File: config.mk
export PLATFORM = sky130hd
export DESIGN_NAME = uart_tx_drain
export DESIGN_NICKNAME = d
export VERILOG_FILES = /design/src/rtl/uart_tx_drain.sv
export SDC_FILE = /design/constraint.sdc
export NUM_CORES = 1
export LEC_CHECK = 0
export CORE_AREA = 8 8 82 55
export CTS_BUF_LIST = sky130_fd_sc_hd__clkbuf_16
export CTS_CLUSTER_SIZE = 24
export DETAILED_ROUTE_END_ITERATION = 8
export DIE_AREA = 0 0 90 63
export PLACE_DENSITY = 0.79
export RECOVER_POWER = 25
export SLEW_MARGIN = 10
export SYNTH_ARGS = -nofsm -noshare
export SYNTH_HDL_FRONTEND = slang
export SYNTH_SLANG_ARGS = --single-unit
File: constraint.sdc
create_clock -name clk -period 1.9 [get_ports clk]
set_input_delay 0.19 -clock clk [delete_from_list [all_inputs] [get_ports clk]]
set_output_delay 0.19 -clock clk [all_outputs]
set_load 0.005 [all_outputs]
File: src/rtl/uart_tx_drain.sv
// UART transmitter that drains a first-word-fall-through FIFO, sending frames
// back-to-back (start, LSB-first data, stop) until the FIFO runs empty.
module uart_tx_drain #(
  parameter int DATA_WIDTH = 8,
  parameter int BAUD_DIV   = 868,
  parameter int STOP_BITS  = 1
) (
  input  logic                  clk,
  input  logic                  reset,
  input  logic                  empty,
  input  logic [DATA_WIDTH-1:0] r_data,
  output logic                  rd,
  output logic                  tx,
  output logic                  tx_busy,
  output logic                  tx_done_tick
);

  localparam int BW = (BAUD_DIV > 1) ? $clog2(BAUD_DIV) : 1;
  localparam int CW = $clog2(DATA_WIDTH) + 1;
  localparam logic [BW-1:0] BAUD_LAST = BW'(BAUD_DIV - 1);
  localparam logic [CW-1:0] DATA_LAST = CW'(DATA_WIDTH - 1);
  localparam logic [CW-1:0] STOP_LAST = CW'(STOP_BITS - 1);

  typedef enum logic [1:0] {IDLE, START, DATA, STOP} state_t;

  state_t                state_q, state_d;
  logic [BW-1:0]         baud_q, baud_d;
  logic [CW-1:0]         bit_q, bit_d;
  logic [DATA_WIDTH-1:0] shift_q, shift_d;
  logic                  tx_q, tx_d;
  logic                  rd_c, done_c;
  logic                  baud_end;

  always_ff @(posedge clk or negedge reset) begin
    if (!reset) begin
      state_q <= IDLE;
      baud_q  <= '0;
      bit_q   <= '0;
      shift_q <= '0;
      tx_q    <= 1'b1;
    end else begin
      state_q <= state_d;
      baud_q  <= baud_d;
      bit_q   <= bit_d;
      shift_q <= shift_d;
      tx_q    <= tx_d;
    end
  end

  assign baud_end = (baud_q == BAUD_LAST);

  // The stop period reuses the bit counter to count stop bits, so the final
  // stop cycle is the only place a back-to-back pop can happen mid-stream.
  always_comb begin
    state_d = state_q;
    baud_d  = baud_q;
    bit_d   = bit_q;
    shift_d = shift_q;
    rd_c    = 1'b0;
    done_c  = 1'b0;
    unique case (state_q)
      IDLE: begin
        if (!empty) begin
          rd_c    = 1'b1;
          shift_d = r_data;
          baud_d  = '0;
          bit_d   = '0;
          state_d = START;
        end
      end
      START: begin
        if (baud_end) begin
          baud_d  = '0;
          bit_d   = '0;
          state_d = DATA;
        end else begin
          baud_d = baud_q + 1'b1;
        end
      end
      DATA: begin
        if (baud_end) begin
          baud_d  = '0;
          shift_d = shift_q >> 1;
          if (bit_q == DATA_LAST) begin
            bit_d   = '0;
            state_d = STOP;
          end else begin
            bit_d = bit_q + 1'b1;
          end
        end else begin
          baud_d = baud_q + 1'b1;
        end
      end
      STOP: begin
        if (baud_end) begin
          baud_d = '0;
          if (bit_q == STOP_LAST) begin
            done_c = 1'b1;
            bit_d  = '0;
            if (!empty) begin
              rd_c    = 1'b1;
              shift_d = r_data;
              state_d = START;
            end else begin
              state_d = IDLE;
            end
          end else begin
            bit_d = bit_q + 1'b1;
          end
        end else begin
          baud_d = baud_q + 1'b1;
        end
      end
      default: state_d = IDLE;
    endcase

    // Line level is registered from the next state so it changes with the state.
    if (state_d == START) begin
      tx_d = 1'b0;
    end else if (state_d == DATA) begin
      tx_d = shift_d[0];
    end else begin
      tx_d = 1'b1;
    end
  end

  assign rd           = rd_c & reset;
  assign tx           = tx_q;
  assign tx_busy      = (state_q != IDLE);
  assign tx_done_tick = done_c;

endmodule

==> results of run 1 <==
==> flip-flops by register name (all words and copies together) (netlist names) <==
| signal | cells |
|---|---|
| baud_q | 10 |
| tx | 1 |
| state_q | 2 |
| bit_q | 4 |
| shift_q | 8 |
==> cells by family (layout without fill, tap and decap cells) <==
kind of cell | count (synthesis) | in the layout | synth area share
xor gates and xnor gates | 8 | 8 | 0.0437
DFF | 25 | 25 | 0.391
AOI/OAI and AO/OA | 43 | 43 | 0.215
muxes | 1 | 1 | 0.00624
buffers and inverters | 14 | 89 | 0.0343
adders and majority gates | 9 | 9 | 0.0702
and+or+nand+nor | 63 | 63 | 0.239
==> routing by layer <==
metal	GRT usage	vias up	share of wire
met4	0.0804	0	0.038
met2	0.311	49	0.52
met5	0	-	0
met3	0.0420	23	0.044
li1	-	749	-
met1	0.203	803	0.40
==> synthesized netlist by cell type, types with 2 or more instances <==
| cell | instances | area [sq um] |
|---|---|---|
| a21o_1 | 4 | 30.0 |
| a21oi_1 | 6 | 30.0 |
| a22o_1 | 12 | 105 |
| a22oi_1 | 4 | 30.0 |
| and2_1 | 2 | 12.5 |
| and3_1 | 2 | 12.5 |
| and4bb_1 | 2 | 25.0 |
| buf_2 | 2 | 10.0 |
| clkbuf_1 | 2 | 7.51 |
| dfrtp_1 | 24 | 601 |
| ha_1 | 9 | 113 |
| inv_1 | 10 | 37.5 |
| nand2_1 | 12 | 45.0 |
| nand2b_1 | 3 | 18.8 |
| nand3_1 | 3 | 15.0 |
| nand4_1 | 5 | 31.3 |
| nor2_1 | 14 | 52.6 |
| nor3_1 | 3 | 15.0 |
| nor3b_1 | 2 | 15.0 |
| nor4_1 | 3 | 18.8 |
| o21ai_0 | 3 | 15.0 |
| o21ai_1 | 2 | 10.0 |
| o31ai_1 | 2 | 15.0 |
| or2_1 | 2 | 12.5 |
| xor2_1 | 7 | 61.3 |
==> timing repair <==
action | 4_1_cts | 5_1_grt
hold endpoints to repair | 0 | 0
setup endpoints to repair | 14 | 22
cloned | 0 | 0
buffers inserted | 8 | 13
gates resized for setup | 34 | 38
pin swaps | 14 | 19
==> power groups by stage <==
stage	clock network, mW	logic, mW	registers, mW
floorplan	0	0.190	0.699
global placement	0	0.432	0.665
detailed placement	0	0.463	0.670
CTS	0.478	0.501	0.660
global route	0.504	0.588	0.671
finish	0.470	0.545	0.662
==> through the flow <==
| step | setup TNS (ns) | std cells | hold WS, ns | utilization | setup WS (ns) |
|---|---|---|---|---|---|
| 2_1_floorplan | -0.0636 | 163 | -0.106 | - | -0.0636 |
| 3_3_place_gp | -0.428 | 262 | 0.478 | 0.619 | -0.201 |
| 3_5_place_dp | -1.11 | 262 | 0.498 | 0.619 | -0.247 |
| 4_1_cts | -0.302 | 273 | 0.384 | 0.695 | -0.0837 |
| 5_1_grt | -2.39 | 285 | 0.528 | 0.770 | -0.316 |
| 6_report | -1.20 | 285 | 0.519 | 0.770 | -0.236 |
==> cell type report <==
class	instances	area [sq um]	area share
Timing Repair Buffer	75	642	0.245
Tap cell	47	58.8	0.0224
Clock buffer	3	75.1	0.0287
Clock inverter	1	5.00	0.00191
Sequential cell	25	627	0.239
Inverter	10	41.3	0.0158
Multi-Input combinational cell	124	1170	0.447
==> worst max path at each step <==
stage	endpoint	slack (ns)	depth (start not counted)
after detailed placement	rd	-0.25	7
after floorplan	tx$_DFF_PN1_	-0.06	9
after global routing	tx$_DFF_PN1_	-0.32	9
final	tx$_DFF_PN1_	-0.24	9
after CTS	tx$_DFF_PN1_	-0.08	7
after global placement	rd	-0.20	7
==> out/results.ini, run 1 <==
[power_and_ir_drop]
power_frac_seq = 0.395
power_density_nw_per_um2 = 640
p_sw_mw = 0.514
comb_power_share = 0.325
p_leak_nw = 1.19
p_int_mw = 1.16
clkPwrFrac = 0.280
power_mw = 1.68
switching_share = 0.306
peakVddDrop_uv = 452

[sta]
skew_ns = 0.00606
slew_viol_final = 0
worst-slew-pin-transition_ns = 1.37
fin_crit_sh = 1.12
maxSlewHeadroom = 0.0881
fmax_mhz = 468
setup_violations = 14
hold_viol = 0
worst_slack_ns = -0.236
rsz0062_at_grt = true
fin_crit_ns = 2.14

[synthesis]
synth_area_per_cell_sq_um = 9.84
postSynthRegisterBits = 25
synth_cells = 163
synth_async_sr_flop_share = 1.00
synth_edf_count = 0
yosysSeqAreaShare = 0.391
syn_area_sq_um = 1600
synth_cell_types = 48
syn_nets = 183
synth_warnings = 0
synthFlopType = dfrtp_1

[setup_path]
crit_chain = buf_4 -> buf_4 -> ha_1 -> nand3b_1 -> nor4_4 -> o32ai_4 -> a22oi_2 -> o2bb2a_4 -> mux2i_1
crit_buf_inv = 2
cp.arrival_ns = 2.33
slowest_delay_ns = 0.38
ff2ff_path_depth = 9
required_ns = 2.09
cpMostUsedCell = buf_4
r2r_slack_ns = -0.24
critPathCaptureType = flop
rr_startpoint = bit_q[1]$_DFFE_PN0P_
critPathKind = reg -> reg
critPathLaunch = bit_q[1]$_DFFE_PN0P_
crit_family = compound AO/OA/AOI/OAI gates
slowest_stage = dfrtp_1
r2r_end = tx$_DFF_PN1_
start_kind = flop
cp_max_fo = 3

[final_layout]
layout.nets = 259
post-route-cell-area_sq_um = 2620
syn2layout_area_growth_pct = 63.3
drive_above_1_share = 0.458
final_common_cell = buf_4
diodes = 0
layout_common_cells = 47 x buf_4, 24 x dfrtp_1, 13 x nor2_1, 13 x buf_6, 12 x a22o_1
nFillCells = 214

[floorplan]
io_pins = 15
die-width_um = 90
initial_utilization = 0.471
row_count = 17
die_y_um = 63
core_sq_um = 3400
dieArea_sq_um = 5670

[global_route]
antenna_found_initial = 0
grt.overflow.total = 0
grt_pass1_wl_um = 8120
grt_pass1_vias = 1688
grt_max_degree = 26
grt_util_all_layers = 0.178

[clock_network]
cts_tree = yes
h-tree-depth = 1
insertion_delay_ns = 0.26
cts_buffer_depth = 2
numCtsBuffers = 3
cts.clk_slew.worst_paths_ns = 0.06
cts.sink_count = 25
cts_root_buf = clkbuf_16
cts_hold_buf = 0

[route]
wirelength_um = 5650
vias_per_cell = 5.70
first_pass_iters = 4
drc = 0
wl_per_cell_um = 19.8
ant_nets = 0
vias = 1624
drt_iter0_drc = 74

[flow_run]
drv_cap = 0

[hold_path]
hold-path-endpoint = shift_q[2]$_DFFE_PN0P_
min_path_type = reg -> reg
hold_start = shift_q[2]$_DFFE_PN0P_
min_path_cells = 1

[placement]
dp_hpwl_um = 3570
place_area_sq_um = 2110
port_buffers = 14
finalWeightedCongestion = 0.900

[run_status]
violations = negative setup slack
status = complete, but fails checks

No activity file was read; power rests on OpenSTA's default activity.
==> run 2: changes to the inputs <==
--- a/config.mk
+++ b/config.mk
@@ -5,12 +5,12 @@
 export SDC_FILE = /design/constraint.sdc
 export NUM_CORES = 1
 export LEC_CHECK = 0
-export CORE_AREA = 8 8 82 55
+export CORE_AREA = 8 8 79 53
 export CTS_BUF_LIST = sky130_fd_sc_hd__clkbuf_16
 export CTS_CLUSTER_SIZE = 24
 export DETAILED_ROUTE_END_ITERATION = 8
-export DIE_AREA = 0 0 90 63
-export PLACE_DENSITY = 0.79
+export DIE_AREA = 0 0 87 61
+export PLACE_DENSITY = 0.82
 export RECOVER_POWER = 25
 export SLEW_MARGIN = 10
 export SYNTH_ARGS = -nofsm -noshare
==> constraint.sdc (replaced) <==
create_clock -name clk -period 2.3 [get_ports clk]
set_input_delay 0.23 -clock clk [delete_from_list [all_inputs] [get_ports clk]]
set_output_delay 0.23 -clock clk [all_outputs]
set_load 0.005 [all_outputs]
==> out/results.ini, run 2 (same netlist as run 1, synthesis figures left out) <==
[run_status]
status = finished clean

[final_layout]
layout.nets = 218
regMostFlops = baud_q
drive_above_1_share = 0.203
nFillCells = 240
syn2layout_area_growth_pct = 26.3
final_common_cell = dfrtp_1
largest_register_ffs = 10
top_regs = baud_q x10, shift_q x8, bit_q x4
diodes = 0
fin_util = 0.661
layout_common_cells = 24 x dfrtp_1, 19 x buf_4, 14 x nor2_1

[route]
wirelength_um = 3900
drt_iter0_drc = 107
vias_per_cell = 5.78
first_pass_iters = 4
drc = 0
vias = 1399
ant_nets = 0
wl_per_cell_um = 16.1

[sta]
worst_slack_ns = 0.136
skew_ns = 0.00149
setup_violations = 0
rsz0062_at_grt = false
maxSlewHeadroom = 0.121
worst-slew-pin-transition_ns = 1.32
setup_tns_ns = 0
hold_viol = 0
fmax_mhz = 462
slew_viol_final = 0
fin_crit_ns = 2.16
fin_crit_sh = 0.941

[placement]
finalWeightedCongestion = 0.888
dp_slack_ns = 0.0966
dp_hpwl_um = 2870
port_buffers = 14

[power_and_ir_drop]
clkPwrFrac = 0.311
p_leak_nw = 0.928
power_density_nw_per_um2 = 628
switching_share = 0.306
p_sw_mw = 0.389
comb_power_share = 0.236
peakVddDrop_uv = 463
power_frac_seq = 0.453
p_int_mw = 0.884

[floorplan]
dieArea_sq_um = 5310
die-width_um = 87
die_y_um = 61
row_count = 16
initial_utilization = 0.524
io_pins = 15
core_sq_um = 3060

[clock_network]
cts_buffer_depth = 2
cts_root_buf = clkbuf_16
cts.sink_count = 25
insertion_delay_ns = 0.26
h-tree-depth = 1
cts_tree = yes
cts.clk_slew.worst_paths_ns = 0.06
numCtsBuffers = 3

[hold_path]
min_path_type = reg -> reg

[global_route]
grt_max_degree = 26
grt_pass1_vias = 1319
grt_util_all_layers = 0.154
grt_pass1_wl_um = 6290
grt.overflow.total = 0
antenna_found_initial = 0

[setup_path]
start_kind = flop
cp_max_fo = 3
cp.arrival_ns = 1.93
critPathCaptureType = primary output
required_ns = 2.07
critPathKind = reg -> out

[flow_run]
drv_cap = 0

==> run 2: layer usage <==
layer | up-vias | GRT usage | part of all wire
met2 | 53 | 0.237 | 0.48
met3 | 5 | 0.0338 | 0.067
met1 | 673 | 0.213 | 0.45
met4 | 0 | 0.0414 | 0.0074
met5 | - | 0 | 0
li1 | 668 | - | -
==> run 2: cell type report <==
type / instances / area (sq um) / share of cell area
multi-input combinational: 124 / 938 / 0.463
inverter: 10 / 37.5 / 0.0185
timing repair buffer: 34 / 284 / 0.140
tap: 45 / 56.3 / 0.0278
clock inverter: 1 / 7.51 / 0.00371
sequential: 25 / 627 / 0.309
clock buffer: 3 / 75.1 / 0.0371
==> run 2: final timing paths <==
| kind | from | endpoint | slack [ns] | cells after the start |
|---|---|---|---|---|
| max | bit_q[1]$_DFFE_PN0P_ | rd | 0.14 | 7 |
| min | shift_q[6]$_DFFE_PN0P_ | shift_q[6]$_DFFE_PN0P_ | 0.51 | 1 |
| max reg2reg | state_q[1]$_DFF_PN0_ | tx$_DFF_PN1_ | 0.14 | 9 |
| min reg2reg | shift_q[6]$_DFFE_PN0P_ | shift_q[6]$_DFFE_PN0P_ | 0.51 | 1 |
| max in group asynchronous | reset | baud_q[2]$_DFFE_PN0N_ | 0.66 | 2 |
| min in group asynchronous | reset | shift_q[0]$_DFF_PN0_ | 0.86 | 2 |
==> run 2: worst max-delay path, cell delays in order, from the launching register on <==
cell	delay, ns
dfrtp_1	0.38
inv_1	0.07
ha_1	0.18
and4bb_1	0.27
a41oi_1	0.17
or2_1	0.29
nor3b_2	0.17
clkbuf_2	0.13
==> run 2: per-stage QoR <==
stage / instance area, sq um / power, mW / std cells / hold slack [ns]
floorplan: 1600 / 0.733 / 163 / -0.0656
global placement: 1900 / 0.818 / 234 / 0.475
detailed placement: 1900 / 0.838 / 234 / 0.496
CTS: 1990 / 1.25 / 239 / 0.422
global route: 2030 / 1.34 / 242 / 0.534
finish: 2030 / 1.27 / 242 / 0.508
==> run 2: timing repair <==
item,in CTS,in global routing
gates resized for setup,2,6
endpoints found under the setup margin,2,3
hold buffers,0,0
setup buffers,1,3
hold endpoints to repair,0,0
pin swaps,0,2
==> run 2: power by group through the flow <==
stage,combinational [mW],clock [mW],sequential [mW]
6_report,0.300,0.396,0.577
5_1_grt,0.329,0.420,0.588
4_1_cts,0.273,0.402,0.575
3_5_place_dp,0.250,0,0.588
3_3_place_gp,0.238,0,0.580
2_1_floorplan,0.156,0,0.577
==> run 3: changes to the inputs <==
==> config.mk (replaced) <==
export PLATFORM = sky130hd
export DESIGN_NAME = uart_tx_drain
export DESIGN_NICKNAME = d
export VERILOG_FILES = /design/src/rtl/uart_tx_drain.sv
export SDC_FILE = /design/constraint.sdc
export NUM_CORES = 1
export LEC_CHECK = 0
export CELL_PAD_IN_SITES_DETAIL_PLACEMENT = 0
export CELL_PAD_IN_SITES_GLOBAL_PLACEMENT = 2
export CORE_AREA = 8 8 96 63
export CTS_BUF_LIST = sky130_fd_sc_hd__clkbuf_16
export CTS_CLUSTER_SIZE = 24
export DETAILED_ROUTE_END_ITERATION = 8
export DIE_AREA = 0 0 104 71
export PLACE_DENSITY = 0.82
export RECOVER_POWER = 25
export SLEW_MARGIN = 20
export SYNTH_ARGS = -nofsm -noshare
export SYNTH_HDL_FRONTEND = slang
export SYNTH_SLANG_ARGS = --single-unit
==> out/results.ini, run 3 (same netlist as run 1, synthesis figures left out) <==
[final_layout]
layout.nets = 222
diodes = 0
largest_register_ffs = 10
drive_above_1_share = 0.224
top_regs = baud_q x10, shift_q x8, bit_q x4
layout_common_cells = 24 x dfrtp_1, 23 x buf_4, 14 x nor2_1
nFillCells = 458
syn2layout_area_growth_pct = 31.0
final_common_cell = dfrtp_1
regMostFlops = baud_q

[power_and_ir_drop]
power_mw = 1.29
p_sw_mw = 0.392
power_frac_seq = 0.439
clkPwrFrac = 0.314
comb_power_share = 0.247
power_density_nw_per_um2 = 611
p_int_mw = 0.893
p_leak_nw = 0.960
switching_share = 0.305
peakVddDrop_uv = 350

[sta]
fmax_mhz = 457
worst_slack_ns = 0.109
hold_ws_ns = 0.502
skew_ns = 0.00323
setup_violations = 0
hold_viol = 0
fin_crit_sh = 0.952
maxSlewHeadroom = 0.0686
worst-slew-pin-transition_ns = 1.40
fin_crit_ns = 2.19
slew_viol_final = 0

[floorplan]
dieArea_sq_um = 7380
io_pins = 15
initial_utilization = 0.337
die-width_um = 104
die_y_um = 71
row_count = 20
core_sq_um = 4750

[flow_run]
drv_cap = 0

[clock_network]
cts.clk_slew.worst_paths_ns = 0.07
cts.sink_count = 25
h-tree-depth = 1
insertion_delay_ns = 0.26
cts_root_buf = clkbuf_16
cts_buffer_depth = 2
numCtsBuffers = 3
cts_tree = yes

[route]
first_pass_iters = 4
wirelength_um = 4190
drt_iter0_drc = 76
wl_per_cell_um = 15.7
ant_nets = 0
vias_per_cell = 5.20
vias = 1389
drc = 0

[setup_path]
required_ns = 2.07
r2r_slack_ns = 0.20
start_kind = flop
cp.arrival_ns = 1.96
rr_startpoint = baud_q[1]$_DFFE_PN0N_
r2r_end = tx$_DFF_PN1_
cp_max_fo = 3
ff2ff_path_depth = 7
critPathKind = reg -> out
critPathCaptureType = primary output

[placement]
finalWeightedCongestion = 0.845
dp_slack_ns = 0.0561
dp_hpwl_um = 3350
port_buffers = 14

[hold_path]
min_path_type = reg -> reg
min_path_cells = 1
hold_start = shift_q[7]$_DFFE_PN0P_
hold-path-endpoint = shift_q[7]$_DFFE_PN0P_

[global_route]
grt.overflow.total = 0
grt_util_all_layers = 0.119
grt_pass1_wl_um = 7090
antenna_found_initial = 0
grt_pass1_vias = 1368
grt_max_degree = 26

[run_status]
status = finished clean

run 3: stage by stage:
stage	instances	utilization	TNS (ns)	area [sq um]
after floorplan	163	-	0	1600
after global placement	259	0.412	0	1960
after detailed placement	259	0.412	0	1960
after CTS	264	0.433	0	2060
after global routing	267	0.442	-0.0109	2100
final	267	0.442	0	2100
run 3: final cells by class:
cell class / instances / area [sq um] / share of cell area
timing repair buffer: 38 / 319 / 0.152
tap: 66 / 82.6 / 0.0393
clock inverter: 1 / 8.76 / 0.00417
multi-input combinational: 124 / 952 / 0.453
sequential: 25 / 627 / 0.298
clock buffer: 3 / 75.1 / 0.0357
inverter: 10 / 37.5 / 0.0179
run 3: routing by layer:
| metal | up-vias | share of wire | GRT usage |
|---|---|---|---|
| li1 | 676 | - | - |
| met1 | 680 | 0.50 | 0.168 |
| met2 | 28 | 0.44 | 0.180 |
| met3 | 5 | 0.053 | 0.0308 |
| met4 | 0 | 0.0086 | 0.0207 |
| met5 | - | 0 | 0 |
run 3: worst max-delay path by stage:
stage | from | to | cells after the start
3_3_place_gp | baud_q[1]$_DFFE_PN0N_ | tx$_DFF_PN1_ | 7
2_1_floorplan | state_q[0]$_DFF_PN0_ | tx$_DFF_PN1_ | 9
4_1_cts | baud_q[0]$_DFFE_PN0N_ | tx_done_tick | 5
3_5_place_dp | bit_q[1]$_DFFE_PN0P_ | rd | 7
5_1_grt | bit_q[1]$_DFFE_PN0P_ | rd | 7
6_report | bit_q[0]$_DFFE_PN0P_ | rd | 7
run 3: worst max-delay path, stage by stage, from the launching register on:
cell and delay [ns]:
dfrtp_1 0.38, inv_1 0.06, ha_1 0.16, and4bb_1 0.26
a41oi_2 0.16, or2_1 0.28, nor3b_2 0.18, clkdlybuf4s15_1 0.22
run 3: what timing repair did:
action,4_1_cts,5_1_grt
pin swaps,2,3
cloned,0,0
gates resized for setup,4,5
buffers inserted,1,3
endpoints found under the setup margin,2,3
hold buffers,0,0
run 3: power groups by stage:
stage	combinational (mW)	clock (mW)	sequential, mW
4_1_cts	0.310	0.424	0.561
6_report	0.317	0.404	0.564
3_5_place_dp	0.285	0	0.573
2_1_floorplan	0.156	0	0.577
3_3_place_gp	0.275	0	0.569
5_1_grt	0.352	0.441	0.571
